`src/rtl/alu_issue_stage.sv`:
```
// Issue stage ahead of the 32-bit ALU: decodes RV32I OP/OP-IMM into G_sel/A/B
// and holds them in a main register backed by a one-entry skid register.
module alu_issue_stage #(
    parameter int unsigned COUNT_W    = 16,
    parameter bit          SHAMT_MASK = 1'b1
) (
    input  logic               clk,
    input  logic               rst_n,
    input  logic               flush,
    input  logic               in_valid,
    output logic               in_ready,
    input  logic [2:0]         in_funct3,
    input  logic [6:0]         in_funct7,
    input  logic               in_is_imm,
    input  logic [31:0]        in_rs1_val,
    input  logic [31:0]        in_rs2_val,
    input  logic [31:0]        in_imm,
    input  logic [4:0]         in_rd,
    output logic               out_valid,
    input  logic               out_ready,
    output logic [3:0]         G_sel,
    output logic [31:0]        A,
    output logic [31:0]        B,
    output logic [4:0]         out_rd,
    output logic               out_illegal,
    output logic [COUNT_W-1:0] issue_count
);

    typedef struct packed {
        logic [3:0]  gsel;
        logic [31:0] a;
        logic [31:0] b;
        logic [4:0]  rd;
        logic        ill;
    } entry_t;

    entry_t             w_new;
    entry_t             r_main;
    entry_t             r_skid;
    logic               r_m_valid;
    logic               r_s_valid;
    logic               w_accept;
    logic               w_drain;
    logic               w_shift;
    logic               w_ill;
    logic               w_f7_zero;
    logic               w_f7_alt;
    logic [31:0]        w_bsel;
    logic [COUNT_W-1:0] r_count;

    assign w_f7_zero = (in_funct7 == 7'h00);
    assign w_f7_alt  = (in_funct7 == 7'h20);
    assign w_shift   = (in_funct3 == 3'b001) || (in_funct3 == 3'b101);
    assign w_bsel    = in_is_imm ? in_imm : in_rs2_val;

    always_comb begin
        w_ill = 1'b0;
        if (!in_is_imm && !w_f7_zero && !w_f7_alt)
            w_ill = 1'b1;
        if (!in_is_imm && w_f7_alt && (in_funct3 != 3'b000) && (in_funct3 != 3'b101))
            w_ill = 1'b1;
        if ((in_funct3 == 3'b001) && !w_f7_zero)
            w_ill = 1'b1;
        if ((in_funct3 == 3'b101) && !w_f7_zero && !w_f7_alt)
            w_ill = 1'b1;
    end

    always_comb begin
        w_new     = '0;
        w_new.rd  = in_rd;
        w_new.ill = w_ill;
        if (!w_ill) begin
            w_new.gsel[3:1] = in_funct3;
            // Only SUB and SRA/SRAI use funct7[5] as the low select bit.
            if ((in_funct3 == 3'b101) || ((in_funct3 == 3'b000) && !in_is_imm))
                w_new.gsel[0] = in_funct7[5];
            w_new.a = in_rs1_val;
            if (SHAMT_MASK && w_shift)
                w_new.b = {27'd0, w_bsel[4:0]};
            else
                w_new.b = w_bsel;
        end
    end

    assign in_ready = ~r_s_valid;
    assign w_accept = in_valid && in_ready;
    assign w_drain  = r_m_valid && out_ready;

    always_ff @(posedge clk or negedge rst_n) begin
        if (!rst_n) begin
            r_m_valid <= 1'b0;
            r_s_valid <= 1'b0;
            r_main    <= '0;
            r_skid    <= '0;
        end else if (flush) begin
            r_m_valid <= 1'b0;
            r_s_valid <= 1'b0;
        end else if (!r_m_valid || out_ready) begin
            // Skid is only ever valid while in_ready is low, so it never races a new accept.
            if (r_s_valid) begin
                r_main    <= r_skid;
                r_m_valid <= 1'b1;
                r_s_valid <= 1'b0;
            end else if (w_accept) begin
                r_main    <= w_new;
                r_m_valid <= 1'b1;
            end else begin
                r_m_valid <= 1'b0;
            end
        end else if (w_accept) begin
            r_skid    <= w_new;
            r_s_valid <= 1'b1;
        end
    end

    always_ff @(posedge clk or negedge rst_n) begin
        if (!rst_n)
            r_count <= '0;
        else if (w_drain)
            r_count <= r_count + 1'b1;
    end

    assign out_valid   = r_m_valid;
    assign G_sel       = r_main.gsel;
    assign A           = r_main.a;
    assign B           = r_main.b;
    assign out_rd      = r_main.rd;
    assign out_illegal = r_main.ill;
    assign issue_count = r_count;

endmodule

```
`config.mk`:
```
export PLATFORM = sky130hd
export DESIGN_NAME = alu_issue_stage
export DESIGN_NICKNAME = d
export VERILOG_FILES = /design/src/rtl/alu_issue_stage.sv
export SDC_FILE = /design/constraint.sdc
export NUM_CORES = 1
export LEC_CHECK = 0
export BUFFER_PORTS_ARGS = -buffer_cell sky130_fd_sc_hd__buf_2
export CAP_MARGIN = 20
export CORE_ASPECT_RATIO = 2
export CORE_MARGIN = 1
export CORE_UTILIZATION = 40
export DETAILED_ROUTE_END_ITERATION = 6
export GPL_TIMING_DRIVEN = 0
export PLACE_DENSITY = 0.76
export SYNTH_ARGS = -nofsm -noshare
export SYNTH_HDL_FRONTEND = slang
export SYNTH_SLANG_ARGS = --single-unit
```
`constraint.sdc`:
```
create_clock -name clk -period 4.35 [get_ports clk]
set_input_delay 0.87 -clock clk [delete_from_list [all_inputs] [get_ports clk]]
set_output_delay 0.87 -clock clk [all_outputs]
set_load 0.1 [all_outputs]
```
* Yosys cells after proc, flatten, opt, wreduce, memory -nomap -nowiden *
Index checks and enable logic that the tools add are counted.

storage, ports and cells
  register bits after elaboration = 166
  output and inout bits = 92
  logic and storage cells = 64

operators by class
  add/sub/neg operators = 1
  equality and inequality tests = 4
  multiplexer cells = 17
  bitwise logic cells = 3
  reduce and logical (&&, ||, !) cells = 26

operators with widths
  cell                   count
  $mux 74                2
  $mux 68                1
  $mux 32                2
  $add 16x1->16 const B  1
  $mux 1                 12
  $logic_and 1x1->1      11
  $eq 7x6->1 const B     1
  $logic_not 7->1        1
  $reduce_and 3->1       2
  $reduce_bool 3->1      2
  $logic_not 1->1        4
  $reduce_bool 2->1      2
  $eq 3x1->1 const B     1
  $eq 3x3->1 const B     1
  $logic_not 3->1        1
  $logic_or 1x1->1       3
  $ne 3x3->1 const B     1
  $not 1->1              3

* Depth between registers and ports, before layout *
  word-level depth = 11
  depth in mapped cells = 7
  depth with buffers taken out = 5

* Worst setup path after synthesis *
OpenSTA, ideal clock, no wires.

  kind = flip-flop to flip-flop
  from = reg r_m_valid, in the netlist out_valid
  to = reg r_skid[10] (netlist bit)
  arrival time = 2.232 ns
  setup slack = 2.035 ns
  cell stages (with the launch flop) = 7
  buffers on the path = 2
  clock period less this slack = 2.315 ns
  path through = dfrtp_1 > and2b_1 > nand3_1 > or3b_1 > buf_2 > clkbuf_1 > o21ai_0

between the ends
  longest elaborated chain between the ends = 4

ends and longest elaborated chain
  item                        line  RTL
  start, declared             40    logic r_m_valid;
  start signal, assigned      91    r_m_valid <= 1'b0;
  start signal, assigned      96    r_m_valid <= 1'b0;
  start signal, assigned      102   r_m_valid <= 1'b1;
  $logic_not 1->1             98    end else if (!r_m_valid || out_ready) begin
  $logic_or 1x1->1            98
  $not 1->1 (no line)         --
  $reduce_and 3->1 (no line)  --
  end signal, assigned        111   r_skid <= w_new;
  end, declared               39    entry_t r_skid;

No other way between the ends.
A chain may end at the register's enable or synchronous reset.

* Worst setup path after layout *
  from = reg r_s_valid
  to = out in_ready

between the ends
  longest elaborated chain between the ends = 1

ends and longest elaborated chain
  item                    line  RTL
  start, declared         41    logic r_s_valid;
  start signal, assigned  92    r_s_valid <= 1'b0;
  start signal, assigned  97    r_s_valid <= 1'b0;
  start signal, assigned  103   r_s_valid <= 1'b0;
  $not 1->1               85    assign in_ready = ~r_s_valid;
  end, declared           11    output logic in_ready,

No other way between the ends.

==> parameters.txt <==
Parameter                              Value

STA
  Final hold violation count    0
  Portion of the clock cycle consumed by the worst path in the final layout    0.7238
  Clock skew after layout    0.008062 ns
  Final max-slew violation count    0
  Final setup fails    0
  Unrepaired setup endpoints after global routing    false
  Minimum hold slack    0.4154 ns
  Headroom to the max-slew limit    0.3404
  Slew @ Worst Pin    0.9858 ns
  Final critical delay including setup and external delays    3.149 ns
  Max Fclk    0.3176 GHz

Global route
  Total global routing overflow    0
  Pin count of the biggest net entering global routing    87
  Number of antenna violations at the first check in global routing    2
  Wire length of the first global-routing pass    33.03 mm
  Vias in the first global route    6373
  GRT Util Overall    0.2422

Critical path
  Most frequent CP cell    sky130_fd_sc_hd__clkbuf_1
  Number of cells traversed by the worst register-to-register path    7
  Path type of the worst setup path    flip-flop to output pin
  Crit path buffers/inverters    4
  Worst EP required    3.48 ns
  Ordered list of cells on the worst path    clkbuf_1 -> clkbuf_1 -> inv_1 -> buf_2
  Cell with the largest stage delay on the worst path    sky130_fd_sc_hd__clkbuf_1
  CP Data Arrival Time    2.28 ns
  Maximum fanout along the worst path    10
  Startpoint type of the worst setup path    flip-flop
  Critical path depth in cells    4
  Largest stage delay, worst path    0.63 ns
  Cell family with the largest share of critical-path delay    buffers and inverters
  Category of the worst setup path capture point    output pin

Logic synthesis
  YS warnings    0
  Number of distinct library cells after synthesis    39
  Netlist Area Pre-Place    7104 sq um
  Gate count of the mapped netlist    730
  Number of synthesized flops with an enable pin    0
  Mapped Avg Cell Area    9.732 sq um
  Synth Flop Type    sky130_fd_sc_hd__dfrtp_1
  Flip-flop and latch count after synthesis    166
  Nets in the synthesized netlist    848
  Share of async-settable or async-resettable flops after synthesis    1.000
  Fraction of the yosys area taken by sequential cells    0.5847

Floorplanning
  Num ports    209
  Die span in y    190.5 um
  Floorplan die width    96.24 um
  Starting utilization of the core area    0.4093
  Placeable core region    17360 sq um
  Die Outline Area    18330 sq um
  Number of placement rows    68

Finish
  Most frequent cells in the layout    sky130_fd_sc_hd__buf_2 (219), sky130_fd_sc_hd__dfrtp_1 (166), sky130_fd_sc_hd__nand2_1 (119)
  Multi-input logic area    2686 sq um
  Layout Nets    1075
  Signed area change from the synthesized netlist to the final layout    26.70%
  Share of the core filled with cells    0.5186
  Total area of sequential cells    4154 sq um
  Proportion of layout cells with a drive suffix above 1    0.2804
  Number of filler cells placed in the layout    1677
  Most common cell after layout, fill and taps aside    sky130_fd_sc_hd__buf_2

Clocking
  Number of sinks handled by clock tree synthesis    166
  Cts-stage hold buffer count    0
  Clock-pin slew reported for the worst setup and hold paths after clock tree synthesis    0.07 ns
  Clock buffer depth    2
  Number of levels the H-tree was split into    4
  CTS tree    done
  Setup repair bufs after CTS    0
  Resized cells post-CTS    0
  Clock buffer count from CTS    17
  Cell at the root of the clock tree    sky130_fd_sc_hd__clkbuf_16
  Clock latency of the later-clocked register in the worst-skew pair    0.43 ns

Place
  I/O Buffers    207
  Final GP Congestion    0.8147
  HPWL reported at the end of detailed placement    15.41 mm

Power
  Peak supply drop    0.3165 mV
  Power per standard cell area    554.9 nW/um^2
  Leakage power figure    4.249 nW

Routing
  Detailed-route via count    6445
  Average wire per cell in the routed design    17.88 um
  Post-DRT Antenna Nets    0
  Final routed DRC violation total    0
  Pre-Repair DR Iteration Count    5
  Routed wire length    21.14 mm
  Vias per Instance    5.453
  Violation count after the first detailed-route iteration    367

Run status
  Status    finished, final reports clean

Min path
  Type of the most critical hold path    input pin to async pin

Job
  Count of max-cap constraint violations    0
==> final cells by class <==
| class | count | share of cell area |
|---|---|---|
| flip-flops and latches | 166 | 0.4615 |
| multi-input cells | 504 | 0.2984 |
| repair buffers | 208 | 0.1193 |
| clock buffers | 18 | 0.04879 |
| well taps | 210 | 0.02919 |
| plain buffers | 56 | 0.02766 |
| clock inverters | 14 | 0.01293 |
| inverters | 4 | 0.001668 |
| diodes | 2 | 0.0005560 |
==> stage by stage <==
stage          total power [mW]  setup TNS [ns]  cell area [sq um]  cells  setup WS [ns]
6_report                  4.995               0               9001   1182          1.201
5_1_grt                   5.199               0               8999   1181          1.122
4_1_cts                   5.033               0               8996   1180          1.155
3_5_place_dp              3.594               0               8441   1148          1.208
3_3_place_gp              3.559          -23.10               8403   1147        -0.1606
2_1_floorplan             3.217               0               7104    730          2.035
==> Yosys cell counts (2+ instances only) <==
cell,number,share of area
sky130_fd_sc_hd__nor3_1,4,0.0028
sky130_fd_sc_hd__buf_6,3,0.0048
sky130_fd_sc_hd__o21ai_1,18,0.013
sky130_fd_sc_hd__o22ai_1,64,0.056
sky130_fd_sc_hd__o21ai_0,55,0.039
sky130_fd_sc_hd__dfrtp_1,166,0.58
sky130_fd_sc_hd__nor2b_1,2,0.0018
sky130_fd_sc_hd__mux2_2,11,0.017
sky130_fd_sc_hd__nand3_1,14,0.0099
sky130_fd_sc_hd__xor2_1,4,0.0049
sky130_fd_sc_hd__a22oi_1,28,0.030
sky130_fd_sc_hd__xnor2_1,11,0.014
sky130_fd_sc_hd__nor2_1,71,0.038
sky130_fd_sc_hd__o211ai_1,4,0.0042
sky130_fd_sc_hd__and4_1,2,0.0025
sky130_fd_sc_hd__mux2i_1,5,0.0070
sky130_fd_sc_hd__buf_2,13,0.0092
sky130_fd_sc_hd__inv_1,4,0.0021
sky130_fd_sc_hd__clkbuf_1,40,0.021
sky130_fd_sc_hd__a21oi_1,69,0.049
sky130_fd_sc_hd__nand2_1,119,0.063
sky130_fd_sc_hd__nand2b_1,2,0.0018
sky130_fd_sc_hd__nand4_1,5,0.0044
==> where the power goes <==
part / internal, mW / switching, mW
sequential: 1.77 / 0.146
combinational: 0.296 / 1.35
clock: 0.760 / 0.672
total: 2.83 / 2.17
==> routing by layer <==
layer	part of all wire	global-route usage	routed length (um)	vias up
met5	0	0	0	-
met3	0.048	0.04306	1012	48
met4	0.039	0.1200	818	0
met2	0.54	0.4244	11400	230
met1	0.37	0.2751	7906	3132
li1	-	-	-	3035
==> path summary, 6_finish.rpt <==
| check | startpoint | slack [ns] | to |
|---|---|---|---|
| setup / recovery | r_s_valid$_DFFE_PN0P_ | 1.20 | in_ready |
| hold / removal | rst_n | 0.42 | A[30]$_DFFE_PN0P_ |
| setup reg to reg | r_s_valid$_DFFE_PN0P_ | 1.70 | A[27]$_DFFE_PN0P_ |
| hold reg to reg | r_skid[33]$_DFFE_PN0P_ | 0.48 | r_skid[33]$_DFFE_PN0P_ |
| max in group asynchronous | rst_n | 3.07 | B[27]$_DFFE_PN0P_ |
| min in group clk | r_skid[33]$_DFFE_PN0P_ | 0.48 | r_skid[33]$_DFFE_PN0P_ |
==> flip-flops by register name, indices dropped and copies added, names as in the netlist <==
name and cells:
r_skid 74, A 32, B 32, issue_count 16, out_rd 5, G_sel 4
out_illegal 1, out_valid 1, r_s_valid 1
==> kinds of logic (layout without fill, tap and decap cells) <==
kind of cell             count (synthesis)  count (layout)  share of synthesized area
AND/OR/NAND/NOR                        231             231                     0.1388
flip-flops                             166             166                     0.5847
XOR/XNOR                                15              15                    0.01849
adder cells (fa/ha/maj)                  1               1                   0.001761
multiplexers                            16              16                    0.02448
other                                    0               2                          0
AO/OA/AOI/OAI                          241             241                     0.1946
buffers and inverters                   60             300                    0.03716
(Power assumes the default switching activity.)
